`src/rtl/mdu_wb_arbiter_pkg.sv`:
```
// Shared MDU result types: writeback payload and the arbiter's source select.
package mdu_wb_arbiter_pkg;

    localparam int ROB_WIDTH = 6;

    typedef struct packed {
        logic [ROB_WIDTH-1:0] reg_id;
        logic [31:0]          data;
    } mdu_o_t;

    typedef enum logic {
        MDU_WB_MUL = 1'b0,
        MDU_WB_DIV = 1'b1
    } mdu_wb_sel_e;

endpackage

```
`src/rtl/mdu_wb_arbiter_res_fifo.sv`:
```
// Per-source result FIFO, DEPTH entries; head visible one cycle after push, no bypass.
// Pushes are ignored while full, even when a pop happens in the same cycle.
module mdu_res_fifo
    import mdu_wb_arbiter_pkg::*;
#(
    parameter int DEPTH = 2
)
(
    input  logic   clk,
    input  logic   rst_n,
    input  logic   flush,
    input  logic   i_push,
    input  mdu_o_t i_din,
    input  logic   i_pop,
    output logic   o_full,
    output logic   o_empty,
    output mdu_o_t o_head
);

    localparam int PW = $clog2(DEPTH);
    localparam logic [PW:0] FULL_CNT = (PW+1)'(DEPTH);

    mdu_o_t        r_mem [DEPTH];
    logic [PW-1:0] r_wptr;
    logic [PW-1:0] r_rptr;
    logic [PW:0]   r_count;

    logic w_push;
    logic w_pop;
    logic w_clr;

    assign w_clr   = !rst_n || flush;
    assign o_full  = (r_count == FULL_CNT);
    assign o_empty = (r_count == '0);
    assign w_push  = i_push && !o_full;
    assign w_pop   = i_pop && !o_empty;
    assign o_head  = r_mem[r_rptr];

    always_ff @(posedge clk) begin
        if (w_clr) begin
            r_wptr  <= '0;
            r_rptr  <= '0;
            r_count <= '0;
        end else begin
            if (w_push) begin
                r_wptr <= r_wptr + 1'b1;
            end
            if (w_pop) begin
                r_rptr <= r_rptr + 1'b1;
            end
            // simultaneous push and pop leaves the occupancy unchanged
            if (w_push && !w_pop) begin
                r_count <= r_count + 1'b1;
            end else if (w_pop && !w_push) begin
                r_count <= r_count - 1'b1;
            end
        end
    end

    always_ff @(posedge clk) begin
        if (!w_clr && w_push) begin
            r_mem[r_wptr] <= i_din;
        end
    end

endmodule

```
`src/rtl/mdu_wb_arbiter.sv`:
```
// Merges mul/div result streams into one registered writeback stream, round-robin on contention.
// Result accepted at edge N is visible after edge N+1; output holds while wb_valid_o && !wb_ready_i.
module mdu_wb_arbiter
    import mdu_wb_arbiter_pkg::*;
#(
    parameter int DEPTH = 2
)
(
    input  logic   clk,
    input  logic   rst_n,
    input  logic   flush,
    input  mdu_o_t mul_res_i,
    input  logic   mul_valid_i,
    output logic   mul_ready_o,
    input  mdu_o_t div_res_i,
    input  logic   div_valid_i,
    output logic   div_ready_o,
    output mdu_o_t wb_res_o,
    output logic   wb_valid_o,
    input  logic   wb_ready_i
);

    logic        w_mul_full;
    logic        w_mul_empty;
    mdu_o_t      w_mul_head;
    logic        w_div_full;
    logic        w_div_empty;
    mdu_o_t      w_div_head;

    logic        w_mul_push;
    logic        w_div_push;
    logic        w_mul_pop;
    logic        w_div_pop;
    logic        w_load;
    logic        w_any;
    mdu_wb_sel_e w_grant;
    mdu_o_t      w_head;

    mdu_o_t      r_wb_res;
    logic        r_wb_valid;
    mdu_wb_sel_e r_last_grant;

    assign mul_ready_o = !w_mul_full;
    assign div_ready_o = !w_div_full;
    assign w_mul_push  = mul_valid_i && mul_ready_o;
    assign w_div_push  = div_valid_i && div_ready_o;

    mdu_res_fifo #(.DEPTH(DEPTH)) u_mul_fifo (
        .clk     (clk),
        .rst_n   (rst_n),
        .flush   (flush),
        .i_push  (w_mul_push),
        .i_din   (mul_res_i),
        .i_pop   (w_mul_pop),
        .o_full  (w_mul_full),
        .o_empty (w_mul_empty),
        .o_head  (w_mul_head)
    );

    mdu_res_fifo #(.DEPTH(DEPTH)) u_div_fifo (
        .clk     (clk),
        .rst_n   (rst_n),
        .flush   (flush),
        .i_push  (w_div_push),
        .i_din   (div_res_i),
        .i_pop   (w_div_pop),
        .o_full  (w_div_full),
        .o_empty (w_div_empty),
        .o_head  (w_div_head)
    );

    // on contention the source that did not win last time gets the slot
    always_comb begin
        w_grant = MDU_WB_MUL;
        if (!w_mul_empty && !w_div_empty) begin
            w_grant = (r_last_grant == MDU_WB_MUL) ? MDU_WB_DIV : MDU_WB_MUL;
        end else if (!w_div_empty) begin
            w_grant = MDU_WB_DIV;
        end
    end

    assign w_load    = !r_wb_valid || wb_ready_i;
    assign w_any     = !w_mul_empty || !w_div_empty;
    assign w_mul_pop = w_load && !w_mul_empty && (w_grant == MDU_WB_MUL);
    assign w_div_pop = w_load && !w_div_empty && (w_grant == MDU_WB_DIV);
    assign w_head    = (w_grant == MDU_WB_DIV) ? w_div_head : w_mul_head;

    always_ff @(posedge clk) begin
        if (!rst_n || flush) begin
            r_wb_res     <= '0;
            r_wb_valid   <= 1'b0;
            r_last_grant <= MDU_WB_DIV;
        end else if (w_load) begin
            if (w_any) begin
                r_wb_res     <= w_head;
                r_wb_valid   <= 1'b1;
                r_last_grant <= w_grant;
            end else begin
                r_wb_valid   <= 1'b0;
            end
        end
    end

    assign wb_res_o   = r_wb_res;
    assign wb_valid_o = r_wb_valid;

endmodule

```
`config.mk`:
```
export PLATFORM = sky130hd
export DESIGN_NAME = mdu_wb_arbiter
export DESIGN_NICKNAME = d
export VERILOG_FILES = /design/src/rtl/mdu_wb_arbiter_pkg.sv /design/src/rtl/mdu_wb_arbiter_res_fifo.sv /design/src/rtl/mdu_wb_arbiter.sv
export SDC_FILE = /design/constraint.sdc
export NUM_CORES = 1
export LEC_CHECK = 0
export BUFFER_PORTS_ARGS = -buffer_cell sky130_fd_sc_hd__buf_2
export CORE_MARGIN = 2
export CORE_UTILIZATION = 56
export DETAILED_ROUTE_END_ITERATION = 7
export PLACE_DENSITY = 0.78
export SLEW_MARGIN = 40
export SYNTH_ARGS = -nofsm -noshare
export SYNTH_HDL_FRONTEND = slang
export SYNTH_SLANG_ARGS = --single-unit
```
`constraint.sdc`:
```
create_clock -name clk -period 5.45 [get_ports clk]
set_clock_uncertainty 0.15 [all_clocks]
set_input_delay 0 -clock clk [delete_from_list [all_inputs] [get_ports clk]]
set_output_delay 0 -clock clk [all_outputs]
set_load 0.02 [all_outputs]
```
==> reports/results.ini <==
[status]
status = finished clean

[yosys]
netlist.area_leader.share_pct = 58.45
syn_avg_cell_area_um2 = 16.79
synth_area_leader_cell = edfxtp_1
synth_area_um2 = 7809
syn_inst = 465
syn-num-nets = 549
synth_edf_count = 152
synth_cell_types = 32
yosys-top-cells-count = edfxtp_1 (152), mux2i_1 (76), dfxtp_1 (50)
ys_seq_area_share_pct = 71.27
synth_area_leaders = edfxtp_1 (58%), dfxtp_1 (13%), mux2i_1 (9.7%)
async_flop_share_pct = 0
synth-seq-cells = 202
yosys_warnings = 0
synth_most_common_cell = edfxtp_1
ys.flop_type = edfxtp_1

[clock_network]
tritoncts = done
post_cts_resized = 0
clock-root-buffer = clkbuf_16
cts_sinks = 202
cts_buffers = 20
ctsHtreeMaxLevel = 1
cts.clk_slew.worst_paths_ns = 0.06
clock_path_buffers = 3
clk_latency_ns = 0.48

[route]
vias = 4673
dr.pass1.iters = 5
m1WireLength_um = 6690
drt_iter0_drc = 264
top_layer_used = met4
met3_length_um = 961
drc = 0
avgRoutedWirePerCell_um = 19.45
drt-total-wl_um = 16890
met2_length_um = 8807
antenna_left = 0
vias_per_cell = 5.384

[placement]
io_buffers = 122
dp_cells = 750
routabilityCongestion = 0.7371
post-place-ws_ns = 3.016
dp.final_hpwl_um = 9562

[sta]
slew-limit-headroom_pct = 46.32
timing.final.crit_period_ns = 2.711
final-setup-viol-count = 0
postLayoutSetupSlackWorst_ns = 2.739
whs_ns = 0.09172
slew_violations = 0
rsz0062_at_grt = false
tightest_slew_ns = 0.8022
final_hold_viol_count = 0
setup_tns_ns = 0
fmax_ghz = 0.3688
period_share_pct = 49.75

[global_route]
globalRoute.totalOverflow = 0
grt_start_max_net_pins = 40
first_global_vias = 4810
grt_usage_pct = 22.66
antenna_found_initial = 0
grt_pass1_wl_um = 25280

[cells_and_area]
final_cells = 868
drive_gt1_share_pct = 33.72
area_growth_pct = 30.72
nets = 758
num_antenna_cells = 0

[power_and_ir_drop]
cellLeakagePower_uw = 0.003753
p_per_area_nw_per_um2 = 385.9
ir_drop_mv = 0.3255
p_total_uw = 3939

[floorplanning]
die_width_um = 122.1
start_util_pct = 56.70
die_height_um = 122.1
coreArea_um2 = 13770
design.portCount = 123
num_rows = 43
die_area_um2 = 14900

[worst_setup_path]
crit_type = in -> reg
critPathCaptureType = flip-flop
required_ns = 5.41
worst-path-max-fanout = 38
crit_arrival_ns = 2.67
crit_path_start_kind = input port

[flow_run]
max-cap-violations = 0

[min_path]
hold_path.class = in -> reg

[final timing paths]
path / end / depth (start not counted) / from / slack (ns)
worst max-delay path: u_div_fifo.r_mem[1][3]$_DFFE_PP_ / 6 / rst_n / 2.74
worst min-delay path: u_div_fifo.r_mem[0][9]$_DFFE_PP_ / 2 / div_res_i[9] / 0.09
worst max register to register: u_mul_fifo.r_mem[0][16]$_DFFE_PP_ / 4 / u_mul_fifo.r_count[0]$_SDFFE_PP0P_ / 2.96
worst min register to register: wb_res_o[5]$_SDFFE_PP0P_ / 2 / wb_res_o[5]$_SDFFE_PP0P_ / 0.32
[per-stage QoR]
stage,instance area (µm²),utilization [%]
after floorplan,7809,-
after global placement,8562,62.16
after detailed placement,8617,62.56
after CTS,10210,74.11
after global routing,10210,74.11
final,10210,74.11
[power by group]
part | switching [µW] | internal (µW)
combinational | 327 | 288
sequential | 53.9 | 1730
clock | 543 | 1000
total | 924 | 3020
[worst max-delay path, cell delays in order]
cell and delay, ns:
dlygate4sd3_1 0.53, buf_2 0.13, nor2b_4 0.18, dlygate4sd3_1 0.96
buf_16 0.24, and3_4 0.61
[layout by cell type (no fill, tap or decap), types with 3 or more instances in the layout]
cell type and instances:
clkbuf_1 3, edfxtp_1 152, dfxtp_1 48, xor2_1 6, nand2b_1 4, clkbuf_16 22
o22ai_2 19, buf_2 122, a21oi_1 3, dlygate4sd3_1 82, buf_4 7, mux2_2 18
bufinv_16 4, mux2_4 20, nand2_1 38, clkbuf_8 6, o22ai_1 19, nor2_1 9
mux2i_1 76
[final cells by class]
class / count / area, µm²
clock buffers: 31 / 644.4
clock inverters: 5 / 125.1
flip-flops and latches: 202 / 5568
fillers: 844 / 3566
multi-input cells: 235 / 2111
well taps: 180 / 225.2
repair buffers: 213 / 1526
inverters: 2 / 7.507
[state kept, by name (all words and copies together) (netlist names), named ones only]
register	cells
u_div_fifo.r_count	2
u_div_fifo.r_rptr	1
u_mul_fifo.r_wptr	1
u_mul_fifo.r_count	2
wb_valid_o	1
wb_res_o	38
r_last_grant	1
u_div_fifo.r_mem	76
u_mul_fifo.r_mem	76
u_div_fifo.r_wptr	1
u_mul_fifo.r_rptr	1
[routing by layer]
| metal | up-vias | GRT usage, % |
|---|---|---|
| met3 | 34 | 3.839 |
| met5 | - | 0 |
| met2 | 165 | 40.64 |
| met4 | 0 | 7.328 |
| li1 | 2184 | - |
| met1 | 2290 | 27.94 |
[logic make-up (layout without fill, tap and decap cells)]
family,count (synthesis),after routing,synth area share (%)
XOR/XNOR,8,8,0.8973
multiplexers,114,114,16.18
flip-flops,202,202,71.27
adder cells (fa/ha/maj),2,2,0.3204
AO/OA/AOI/OAI,48,48,5.432
buffers and inverters,28,251,2.340
AND/OR/NAND/NOR,63,63,3.557
[timing repair]
action / in CTS / in global routing
hold endpoints to repair: 195 / 0
setup buffers: 0 / 0
endpoints found under the setup margin: 0 / 0
hold buffers: 82 / 0
Note: power is estimated with default switching activity, not from simulation.
